$ cat src/rtl/vrf_rd_streamer.sv
// Burst read streamer for the single-port VRF SRAM: issues one read per cycle,
// realigns rdata to the fixed read latency and buffers it behind a credit counter.
module vrf_rd_streamer #(
  parameter int unsigned NumWords  = 128,
  parameter int unsigned DataWidth = 32,
  parameter int unsigned Latency   = 1,
  parameter int unsigned FifoDepth = 4,
  localparam int unsigned AddrWidth = (NumWords > 1) ? $clog2(NumWords) : 1,
  localparam int unsigned BeWidth   = (DataWidth + 7) / 8
) (
  input  logic                 clk_i,
  input  logic                 rst_i,
  input  logic                 cmd_valid_i,
  output logic                 cmd_ready_o,
  input  logic [AddrWidth-1:0] cmd_addr_i,
  input  logic [AddrWidth:0]   cmd_len_i,
  output logic                 req_o,
  output logic                 we_o,
  output logic [BeWidth-1:0]   be_o,
  output logic [AddrWidth-1:0] addr_o,
  output logic [DataWidth-1:0] wdata_o,
  input  logic [DataWidth-1:0] rdata_i,
  output logic                 out_valid_o,
  input  logic                 out_ready_i,
  output logic [DataWidth-1:0] out_data_o,
  output logic                 out_last_o,
  output logic                 busy_o
);

  localparam int unsigned CntWidth = $clog2(FifoDepth + 1);
  localparam int unsigned PtrWidth = (FifoDepth > 1) ? $clog2(FifoDepth) : 1;

  if (FifoDepth < Latency + 1) begin : g_bad_depth
    $fatal(1, "vrf_rd_streamer: FifoDepth must be >= Latency + 1");
  end
  if (Latency < 1 || Latency > 4) begin : g_bad_latency
    $fatal(1, "vrf_rd_streamer: Latency must be in 1..4");
  end

  typedef enum logic {IDLE, ISSUE} state_t;

  state_t                 state_q, state_d;
  logic [AddrWidth-1:0]   cur_addr_q, cur_addr_d;
  logic [AddrWidth:0]     remaining_q, remaining_d;
  logic [CntWidth-1:0]    credits_q;
  logic [Latency-1:0]     tag_valid_q, tag_last_q;
  logic [DataWidth-1:0]   fifo_data_q [FifoDepth];
  logic [FifoDepth-1:0]   fifo_last_q;
  logic [PtrWidth-1:0]    wptr_q, rptr_q;
  logic [CntWidth-1:0]    count_q;
  logic                   issue, issue_last, push, pop, empty;

  function automatic logic [PtrWidth-1:0] ptr_inc(input logic [PtrWidth-1:0] p);
    return (p == PtrWidth'(FifoDepth - 1)) ? '0 : p + PtrWidth'(1);
  endfunction

  always_comb begin
    state_d     = state_q;
    cur_addr_d  = cur_addr_q;
    remaining_d = remaining_q;
    cmd_ready_o = 1'b0;
    issue       = 1'b0;
    issue_last  = 1'b0;
    unique case (state_q)
      IDLE: begin
        cmd_ready_o = !rst_i;
        if (cmd_valid_i && cmd_len_i != '0) begin
          cur_addr_d  = cmd_addr_i;
          remaining_d = cmd_len_i;
          state_d     = ISSUE;
        end
      end
      ISSUE: begin
        issue = (credits_q != '0) && !rst_i;
        if (issue) begin
          cur_addr_d  = (cur_addr_q == AddrWidth'(NumWords - 1)) ? '0 : cur_addr_q + AddrWidth'(1);
          remaining_d = remaining_q - (AddrWidth + 1)'(1);
          if (remaining_q == (AddrWidth + 1)'(1)) begin
            issue_last = 1'b1;
            state_d    = IDLE;
          end
        end
      end
      default: state_d = IDLE;
    endcase
  end

  always_ff @(posedge clk_i) begin
    if (rst_i) begin
      state_q     <= IDLE;
      cur_addr_q  <= '0;
      remaining_q <= '0;
    end else begin
      state_q     <= state_d;
      cur_addr_q  <= cur_addr_d;
      remaining_q <= remaining_d;
    end
  end

  assign req_o   = issue;
  assign addr_o  = issue ? cur_addr_q : '0;
  assign we_o    = 1'b0;
  assign be_o    = '0;
  assign wdata_o = '0;

  // Tag pipe mirrors the SRAM latency so each tag surfaces with its rdata.
  always_ff @(posedge clk_i) begin
    if (rst_i) begin
      tag_valid_q <= '0;
      tag_last_q  <= '0;
    end else begin
      tag_valid_q[0] <= issue;
      tag_last_q[0]  <= issue_last;
      for (int unsigned i = 1; i < Latency; i++) begin
        tag_valid_q[i] <= tag_valid_q[i-1];
        tag_last_q[i]  <= tag_last_q[i-1];
      end
    end
  end

  assign push  = tag_valid_q[Latency-1];
  assign empty = (count_q == '0);
  assign out_valid_o = !empty && !rst_i;
  assign pop   = out_valid_o && out_ready_i;
  assign out_data_o = out_valid_o ? fifo_data_q[rptr_q] : '0;
  assign out_last_o = out_valid_o ? fifo_last_q[rptr_q] : 1'b0;

  always_ff @(posedge clk_i) begin
    if (push) begin
      fifo_data_q[wptr_q] <= rdata_i;
    end
  end

  always_ff @(posedge clk_i) begin
    if (rst_i) begin
      wptr_q      <= '0;
      rptr_q      <= '0;
      count_q     <= '0;
      fifo_last_q <= '0;
      credits_q   <= CntWidth'(FifoDepth);
    end else begin
      if (push) begin
        fifo_last_q[wptr_q] <= tag_last_q[Latency-1];
        wptr_q              <= ptr_inc(wptr_q);
      end
      if (pop) begin
        rptr_q <= ptr_inc(rptr_q);
      end
      if (push && !pop) begin
        count_q <= count_q + CntWidth'(1);
      end else if (pop && !push) begin
        count_q <= count_q - CntWidth'(1);
      end
      if (issue && !pop) begin
        credits_q <= credits_q - CntWidth'(1);
      end else if (pop && !issue) begin
        credits_q <= credits_q + CntWidth'(1);
      end
    end
  end

  assign busy_o = !rst_i && ((state_q == ISSUE) || (|tag_valid_q) || !empty);

endmodule

$ cat config.mk
export PLATFORM = sky130hd
export DESIGN_NAME = vrf_rd_streamer
export DESIGN_NICKNAME = d
export VERILOG_FILES = /design/src/rtl/vrf_rd_streamer.sv
export SDC_FILE = /design/constraint.sdc
export NUM_CORES = 1
export LEC_CHECK = 0
export ABC_AREA = 1
export BUFFER_PORTS_ARGS = -buffer_cell sky130_fd_sc_hd__buf_2
export CORE_ASPECT_RATIO = 2
export CORE_MARGIN = 2
export CORE_UTILIZATION = 25
export CTS_BUF_LIST = sky130_fd_sc_hd__clkbuf_8
export CTS_CLUSTER_SIZE = 10
export DETAILED_ROUTE_END_ITERATION = 16
export GPL_TIMING_DRIVEN = 0
export PLACE_DENSITY = 0.47
export SYNTH_ARGS = -nofsm -noshare
export SYNTH_HDL_FRONTEND = slang
export SYNTH_SLANG_ARGS = --single-unit
export TNS_END_PERCENT = 10
$ cat constraint.sdc
create_clock -name clk_i -period 2.4 [get_ports clk_i]
set_input_delay 0.24 -clock clk_i [delete_from_list [all_inputs] [get_ports clk_i]]
set_output_delay 0.24 -clock clk_i [all_outputs]
set_load 0.01 [all_outputs]
* After elaboration in Yosys (flattened, before gate mapping) *
Memories as Yosys holds them, arrays and structs flattened. A register that Yosys moved wholly into a read port is not among the register bits.
Cells that the tools add are included.

cells by class
  order comparisons = 3
  $add $sub $neg = 8
  equal/unequal tests = 6
  div/mod/pow operators = 0
  mux-type cells = 32
  shift-type cells = 0
  bitwise operators = 2
  reduce and logical (&&, ||, !) cells = 24
  $mul = 0

operators with widths
  cell                                                         number
  2-to-1 mux 32 bit                                            1
  2-to-1 mux 7 bit                                             4
  2-to-1 mux 8 bit                                             2
  case mux 8 bit (2 select lines)                              1
  case mux 7 bit (2 select lines)                              1
  2-to-1 mux 3 bit                                             4
  2-to-1 mux 1 bit                                             11
  logical AND 1 bit                                            10
  == test 8 x 1 -> 1 bit (second input constant)               1
  2-to-1 mux 2 bit                                             4
  nonzero test 8 bit                                           1
  subtractor 8 x 1 -> 8 bit (second input constant)            1
  adder 7 x 1 -> 7 bit (second input constant)                 1
  == test 7 bit (second input constant)                        1
  adder 3 x 1 -> 3 bit (second input constant)                 2
  less-than comparator 2 x 3 -> 1 bit (second input constant)  2
  subtractor 3 x 1 -> 3 bit (second input constant)            2
  logical NOT 1 bit                                            5
  adder 2 x 1 -> 2 bit (second input constant)                 2
  bitwise mux 4 bit                                            1
  == test 2 bit (second input constant)                        2
  nonzero test 2 bit                                           2
  logical NOT 3 bit                                            1
  nonzero test 3 bit                                           1
  10 further kinds                                             12

storage, ports and cells
  output and inout port bits = 81
  memories = 1
  register bits = 32
  latch bits = 0
  bits in read-only memories = 0
  RAM bits = 128

memory list
  memory       words  bits a word  read ports  clocked after memory_dff  wr ports  RTL line  source
  fifo_data_q  4      32           1           1                         1         47        logic [DataWidth-1:0] fifo_data_q [FifoDepth];

* Longest topological paths before layout *
Gate-level depths: netlist (run 1).

  depth in word-level cells = 7
  mapped depth = 13
  gate-level depth less buffers = 13

* Worst setup path before layout (run 1) *
OpenSTA, ideal clock, no wires.

  path kind = reg-to-reg
  from = register count_q[1]
  to = register count_q[2]
  path buffers = 0
  slack = 0.482 ns
  arrival time = 1.796 ns
  data required time = 2.278 ns
  stages on the path, launching flop included = 13
  cells stage by stage = dfxtp_1 -> inv_1 -> nand3_1 -> nand2_1 -> inv_1 -> nand2_1 -> ha_1 -> inv_1 -> fa_1 -> a21oi_1 -> o21ai_0 -> o21ai_0 -> a21oi_1

on the way
  cells in the longest elaborated chain, start to end = 7
  elaborated cells on any way between the ends = 12
  those cells by class = 2 x add/sub; 2 x mux; 8 x reduce/logical

RTL lines
  element                                                 RTL line  source
  start: declaration                                      50        logic [CntWidth-1:0] count_q;
  start signal: assignment                                150       count_q <= count_q + CntWidth'(1);
  start signal: assignment                                152       count_q <= count_q - CntWidth'(1);
  logical NOT 3 bit (*)                                   122       assign empty = (count_q == '0);
  logical NOT 1 bit (*)                                   123       assign out_valid_o = !empty && !rst_i;
  logical AND 1 bit (*)                                   123
  net out_valid_o                                         23        output logic out_valid_o,
  logical AND 1 bit (*)                                   124       assign pop = out_valid_o && out_ready_i;
  logical NOT 1 bit                                       149       if (push && !pop) begin
  logical AND 1 bit                                       149
  2-to-1 mux 3 bit or nonzero test 2 bit (tied branches)  --

The timed path passes the listed nets; every way through them passes the cells marked *. The select of a mux whose other input is x is not followed.
A chain may end at the register's enable or synchronous reset.

==> impl_metrics.ini, run 1 <==
[cts]
clockBufferDepth = 2
clk_latency_ns = 0.47
cts-root-buf = sky130_fd_sc_hd__clkbuf_8
cts_sinks = 162
tritoncts = done
cts.htree.levels = 4
tritoncts.num_buffers = 17
cts.clk_slew.worst_paths_ns = 0.10

[grt]
via_count_of_the_first_global_routing_pass = 5126
globalRouteOverflowTotal = 0
track_usage_pct = 12.5
grt_pass1_wl_mm = 27.5
number_of_antenna_violations_at_the_first_check_in_global_routing = 1
largest_net_degree_at_the_start_of_global_routing = 34

[route]
dr.first_iter.drc_count = 186
viasPerCell = 4.15
wl_mm = 18.3
detailroute.via_count = 5246
remaining_routing_drc_violations = 0
postRouteAntennaNets = 0
firstDrtPassIters = 4
route.detailed.wl_per_inst_um = 14.5

[synthesis]
synthTopCellsByArea = sky130_fd_sc_hd__edfxtp_1 54%, sky130_fd_sc_hd__nor2_1 9.9%, sky130_fd_sc_hd__dfxtp_1 9.5%
syn-mean-instance-area_um2 = 10.0
synth.largest_area_cell = sky130_fd_sc_hd__edfxtp_1
main_flop_type_after_synthesis = sky130_fd_sc_hd__edfxtp_1
async_flop_share_pct = 0
postSynthRegisterBits = 162
synth_cell_type_count = 29
post-synth-top-count-cell = sky130_fd_sc_hd__nor2_1
yosys-top-cells-count = 189 x sky130_fd_sc_hd__nor2_1, 128 x sky130_fd_sc_hd__edfxtp_1, 95 x sky130_fd_sc_hd__o21ai_0, 58 x sky130_fd_sc_hd__nand2_1, 50 x sky130_fd_sc_hd__a21oi_1
syn_area_mm2 = 0.00714
synthesis.instances = 712
synth.yosys.warnings = 0
synth_edf_count = 128
synth_top_area_share_pct = 53.8
synth-seq-area-share_pct = 63.4

[timing]
tns_ns = 0
rsz0062_at_grt = true
setup_viol = 0
worst_pin_slew_ns = 0.916
finalWorstSetupSlack_ns = 0.144
min_clock_period_post_route_ns = 2.26
timing_hold_violations_final = 0
timing.max_slew.rel_slack_pct = 39.0
fin_worst_skew_ns = 0.0206
fin_crit_sh_pct = 94.0
max_freq_mhz = 443
total_count_of_max_transition_violations_in_the_final_report = 0
hold-worst-slack_ns = 0.0815

[place]
place.detailed.hpwl_mm = 12.7
placement.setup.worst_slack_ns = 0.116
io_buffers = 94
globalplace.congestion = 0.811

[die]
fp.dieArea_mm2 = 0.0300
die-height_um = 243
effective_utilization_at_floorplan_pct = 25.3
placementRows = 87
die-width_um = 124
placeableCoreArea_mm2 = 0.0282
ioPinCount = 132

[setup_path]
critical-path-max-stage-delay_ns = 0.44
cp_num_buf_inv = 3
largest_delay_share_family_worst_path = buffers and inverters
critical_path.slowest_cell = sky130_fd_sc_hd__clkbuf_1
cp-start-kind = flop
worstSetupPathType = flop to primary output
critical_path.max_fanout = 10
endpoint_kind = primary output
worstPathRequired_ns = 2.16
path_cells = clkinv_1, clkbuf_1, o21ai_0, a21oi_1, buf_2
cp.arrival_ns = 2.02

[power]
pwr_density_cell_mw_per_mm2 = 719
worst_voltage_drop_across_the_vdd_grid_mv = 0.326
leakage_nw = 3.63
power_mw = 6.43

[job]
maxCapViolations = 0

[final_layout]
area_delta_synth_final_pct = 25.3
fillers = 2978
postLayoutCoreUtil_pct = 31.7
nNetsFinal = 958
layout-drive-gt1-share_pct = 21.4

[hold_path]
hold_path_class = input pin to flop

[outcome]
status = finished clean
-- path summary, 6_finish.rpt --
check	from	to	slack [ns]	cells past startpoint
min	cmd_addr_i[5]	cur_addr_q[5]	0.08	5
max reg2reg	count_q[2]	count_q[2]	0.19	12
min reg2reg	fifo_last_q[3]	fifo_last_q[3]	0.49	2
max	flop	out_data_o[20]	0.14	5
-- what timing repair did --
item                                    CTS  global route
buffers inserted                          0             0
pin swaps                                 0             0
hold endpoints to repair                129             0
cloned                                    0             0
gates resized for setup                   4             8
hold buffers                             33             0
endpoints found under the setup margin   17            28
-- cells in the final DEF, fill, tap and decap left out, types with 4 or more instances in the layout --
cell type                       count
sky130_fd_sc_hd__edfxtp_1         128
sky130_fd_sc_hd__o21ai_0           95
sky130_fd_sc_hd__conb_1            37
sky130_fd_sc_hd__clkbuf_8          17
sky130_fd_sc_hd__buf_2            102
sky130_fd_sc_hd__xor2_1             4
sky130_fd_sc_hd__inv_2              7
sky130_fd_sc_hd__buf_4             37
sky130_fd_sc_hd__nand2_1           57
sky130_fd_sc_hd__dlygate4sd3_1     33
sky130_fd_sc_hd__clkbuf_2           7
sky130_fd_sc_hd__inv_1             38
sky130_fd_sc_hd__dfxtp_1           34
sky130_fd_sc_hd__clkbuf_1          10
sky130_fd_sc_hd__a21oi_1           50
sky130_fd_sc_hd__inv_6              5
sky130_fd_sc_hd__inv_8              5
sky130_fd_sc_hd__nand3_1           15
sky130_fd_sc_hd__ha_1              10
sky130_fd_sc_hd__nor2_1           189
-- logic make-up (layout without fill, tap and decap cells) --
logic type / after synthesis / count (layout) / share of synthesized area (%)
simple gates: 270 / 270 / 14.8
fa+ha+maj: 12 / 12 / 2.31
flops: 162 / 162 / 63.4
xor+xnor: 4 / 4 / 0.491
compound gates: 148 / 148 / 10.5
other cells: 1 / 38 / 0.0525
buf+inv: 115 / 275 / 8.45
-- per-layer routing --
metal  vias up  GRT usage, %  share of wire [%]
met4         0          5.31                2.4
li1       2683             -                  -
met3        22          2.94                4.7
met1      2392          12.1                 36
met5         -             0                  0
met2       149          24.1                 57
-- stage by stage --
| stage | area, µm² | instances |
|---|---|---|
| 6_report | 8950 | 1265 |
| 5_1_grt | 8950 | 1265 |
| 4_1_cts | 8940 | 1264 |
| 3_5_place_dp | 8210 | 1199 |
| 3_3_place_gp | 8190 | 1198 |
| 2_1_floorplan | 7280 | 748 |
-- sequential cells by signal, indices dropped and copies added, names as in the netlist, named ones only --
| name | flops |
|---|---|
| wptr_q | 2 |
| state_q | 1 |
| count_q | 3 |
| fifo_last_q | 4 |
| credits_q | 3 |
| push | 1 |
| rptr_q | 2 |
| tag_last_q | 1 |
| cur_addr_q | 7 |
| remaining_q | 8 |
| fifo_data_q | 128 |
-- power breakdown --
part	switching, mW	internal (mW)
sequential	0.0673	3.12
combinational	0.839	0.456
clock	1.17	0.783
total	2.07	4.36
-- tightest hold or removal path, stage by stage --
cell                      delay (ns)
sky130_fd_sc_hd__buf_2          0.07
sky130_fd_sc_hd__nand2_1        0.04
sky130_fd_sc_hd__nand2_1        0.06
sky130_fd_sc_hd__nor2_1         0.04
sky130_fd_sc_hd__nor2_1         0.06
-- cell type report --
cell class	count	area (µm²)	share of cell area, %
multi-input combinational	471	2150	24.0
sequential	162	4520	50.6
antenna	1	2.50	0.0280
clock buffer	17	234	2.61
clock inverter	15	156	1.75
timing repair buffer	128	821	9.17
tap	356	445	4.98
inverter	47	179	2.00
buffer	68	435	4.87
Note: power is estimated with default switching activity, not from simulation.
==> run 2, diff against run 1 <==
--- a/config.mk
+++ b/config.mk
@@ -14,7 +14,9 @@
 export CTS_CLUSTER_SIZE = 10
 export DETAILED_ROUTE_END_ITERATION = 16
 export GPL_TIMING_DRIVEN = 0
+export HOLD_SLACK_MARGIN = 0.12
 export PLACE_DENSITY = 0.47
+export SKIP_LAST_GASP = 1
 export SYNTH_ARGS = -nofsm -noshare
 export SYNTH_HDL_FRONTEND = slang
 export SYNTH_SLANG_ARGS = --single-unit
==> run 2 against run 1 <==
Against the previous run: routed wire length up 0.44%; cell area grew 1.4%; clock skew decreased by 0.0039 ns.
==> impl_metrics.ini, run 2 (synthesized netlist as in run 1, its figures left out) <==
[power]
pwr_density_cell_mw_per_mm2 = 710
worst_voltage_drop_across_the_vdd_grid_mv = 0.328
leakage_nw = 3.68
power_mw = 6.45

[setup_path]
worstPathRequired_ns = 2.16
cp-start-kind = flop
reg2reg_depth = 12
endpoint_kind = primary output
worstSetupPathType = flop to primary output
critical_path.max_fanout = 10
cp.arrival_ns = 2.10

[grt]
track_usage_pct = 12.5
number_of_antenna_violations_at_the_first_check_in_global_routing = 1
use_met1_pct = 12.1
via_count_of_the_first_global_routing_pass = 5186
largest_net_degree_at_the_start_of_global_routing = 34
met3_grt_util_pct = 2.89
grt_pass1_wl_mm = 27.6
grt_use_met2_pct = 24.3
globalRouteOverflowTotal = 0
gr-max-usage-layer = met2

[place]
globalplace.congestion = 0.811
io_buffers = 94
placement.setup.worst_slack_ns = 0.116
place.detailed.hpwl_mm = 12.7

[timing]
fin_crit_sh_pct = 97.3
tns_ns = 0
rsz0062_at_grt = true
total_count_of_max_transition_violations_in_the_final_report = 0
worst_pin_slew_ns = 0.912
min_clock_period_post_route_ns = 2.34
fin_worst_skew_ns = 0.0168
timing.max_slew.rel_slack_pct = 39.2
max_freq_mhz = 428
setup_viol = 0
timing_hold_violations_final = 0
finalWorstSetupSlack_ns = 0.0641

[final_layout]
most-common-layout-cells = 189 x sky130_fd_sc_hd__nor2_1, 128 x sky130_fd_sc_hd__edfxtp_1, 105 x sky130_fd_sc_hd__buf_2
area_used_by_multi_input_combinational_logic_mm2 = 0.00215
most_common_library_cell_in_the_layout_ignoring_fill_and_taps = sky130_fd_sc_hd__nor2_1
largest_register_ff_count = 128
sequential_cell_area_mm2 = 0.00452
biggestRegsByFlops = fifo_data_q: 128 flops, remaining_q: 8 flops, cur_addr_q: 7 flops
area_delta_synth_final_pct = 27.1
nNetsFinal = 971
regMostFlops = fifo_data_q
layout-drive-gt1-share_pct = 21.0
fillers = 2966

[job]
maxCapViolations = 0

[route]
wl_mm = 18.4
remaining_routing_drc_violations = 0
viasPerCell = 4.15
firstDrtPassIters = 4
route.detailed.wl_per_inst_um = 14.4
postRouteAntennaNets = 0
detailroute.via_count = 5300
dr.first_iter.drc_count = 186

[die]
ioPinCount = 132
die-width_um = 124
effective_utilization_at_floorplan_pct = 25.3
fp.dieArea_mm2 = 0.0300
die-height_um = 243
placementRows = 87
placeableCoreArea_mm2 = 0.0282

[cts]
post_cts.repair.setup_buffers = 0
cts-root-buf = sky130_fd_sc_hd__clkbuf_8
tritoncts = done
clk_latency_ns = 0.47
cts_sinks = 162
clockBufferDepth = 2
tritoncts.num_buffers = 17
cts.htree.levels = 4
cts.clk_slew.worst_paths_ns = 0.09

[hold_path]
hold_path_class = input pin to flop
whs_path_depth = 5

[outcome]
status = finished clean
run 2: worst paths after layout:
| kind | slack [ns] | startpoint | endpoint |
|---|---|---|---|
| worst min-delay path | 0.17 | cmd_len_i[3] | remaining_q[3] |
| worst max-delay path | 0.06 | flop | out_data_o[6] |
| worst max register to register | 0.09 | count_q[2] | count_q[2] |
| worst min register to register | 0.49 | fifo_last_q[3] | fifo_last_q[3] |
run 2: final cells by class:
type / count / area share, %
clock buffers: 17 / 2.58
plain buffers: 68 / 4.77
well taps: 356 / 4.91
multi-input cells: 471 / 23.7
flip-flops and latches: 162 / 49.9
repair buffers: 141 / 10.5
inverters: 47 / 1.97
clock inverters: 15 / 1.72
diodes: 1 / 0.0276
run 2: critical path, stage by stage (launching register included):
cell and delay (ns):
sky130_fd_sc_hd__dfxtp_1 0.33, sky130_fd_sc_hd__clkinv_1 0.28, sky130_fd_sc_hd__clkbuf_1 0.36, sky130_fd_sc_hd__o21ai_0 0.39, sky130_fd_sc_hd__a21oi_1 0.11, sky130_fd_sc_hd__buf_2 0.16
run 2: per-layer routing:
layer | vias up | routed length [µm]
met5 | - | 0
met1 | 2424 | 6530
li1 | 2707 | -
met2 | 145 | 10500
met4 | 0 | 450
met3 | 24 | 882
run 2: power breakdown:
group	switching, mW	total (mW)	internal (mW)
clock network	1.16	1.95	0.783
logic	0.842	1.31	0.468
registers	0.0671	3.19	3.12
run 2: through the flow:
| step | cells | instance area [µm²] | utilization, % | hold slack [ns] |
|---|---|---|---|---|
| 6_report | 1278 | 9070 | 32.2 | 0.168 |
| 5_1_grt | 1278 | 9070 | 32.2 | 0.164 |
| 4_1_cts | 1276 | 9050 | 32.1 | -0.0290 |
| 3_5_place_dp | 1199 | 8210 | 29.1 | 0.459 |
| 3_3_place_gp | 1198 | 8190 | 29.1 | 0.457 |
| 2_1_floorplan | 748 | 7280 | - | 0.339 |
run 2: what timing repair did:
item	in CTS	in global routing
hold buffers	45	1
resized for setup	1	14
hold endpoints to repair	142	1
setup endpoints to repair	17	33
pin swaps	0	0
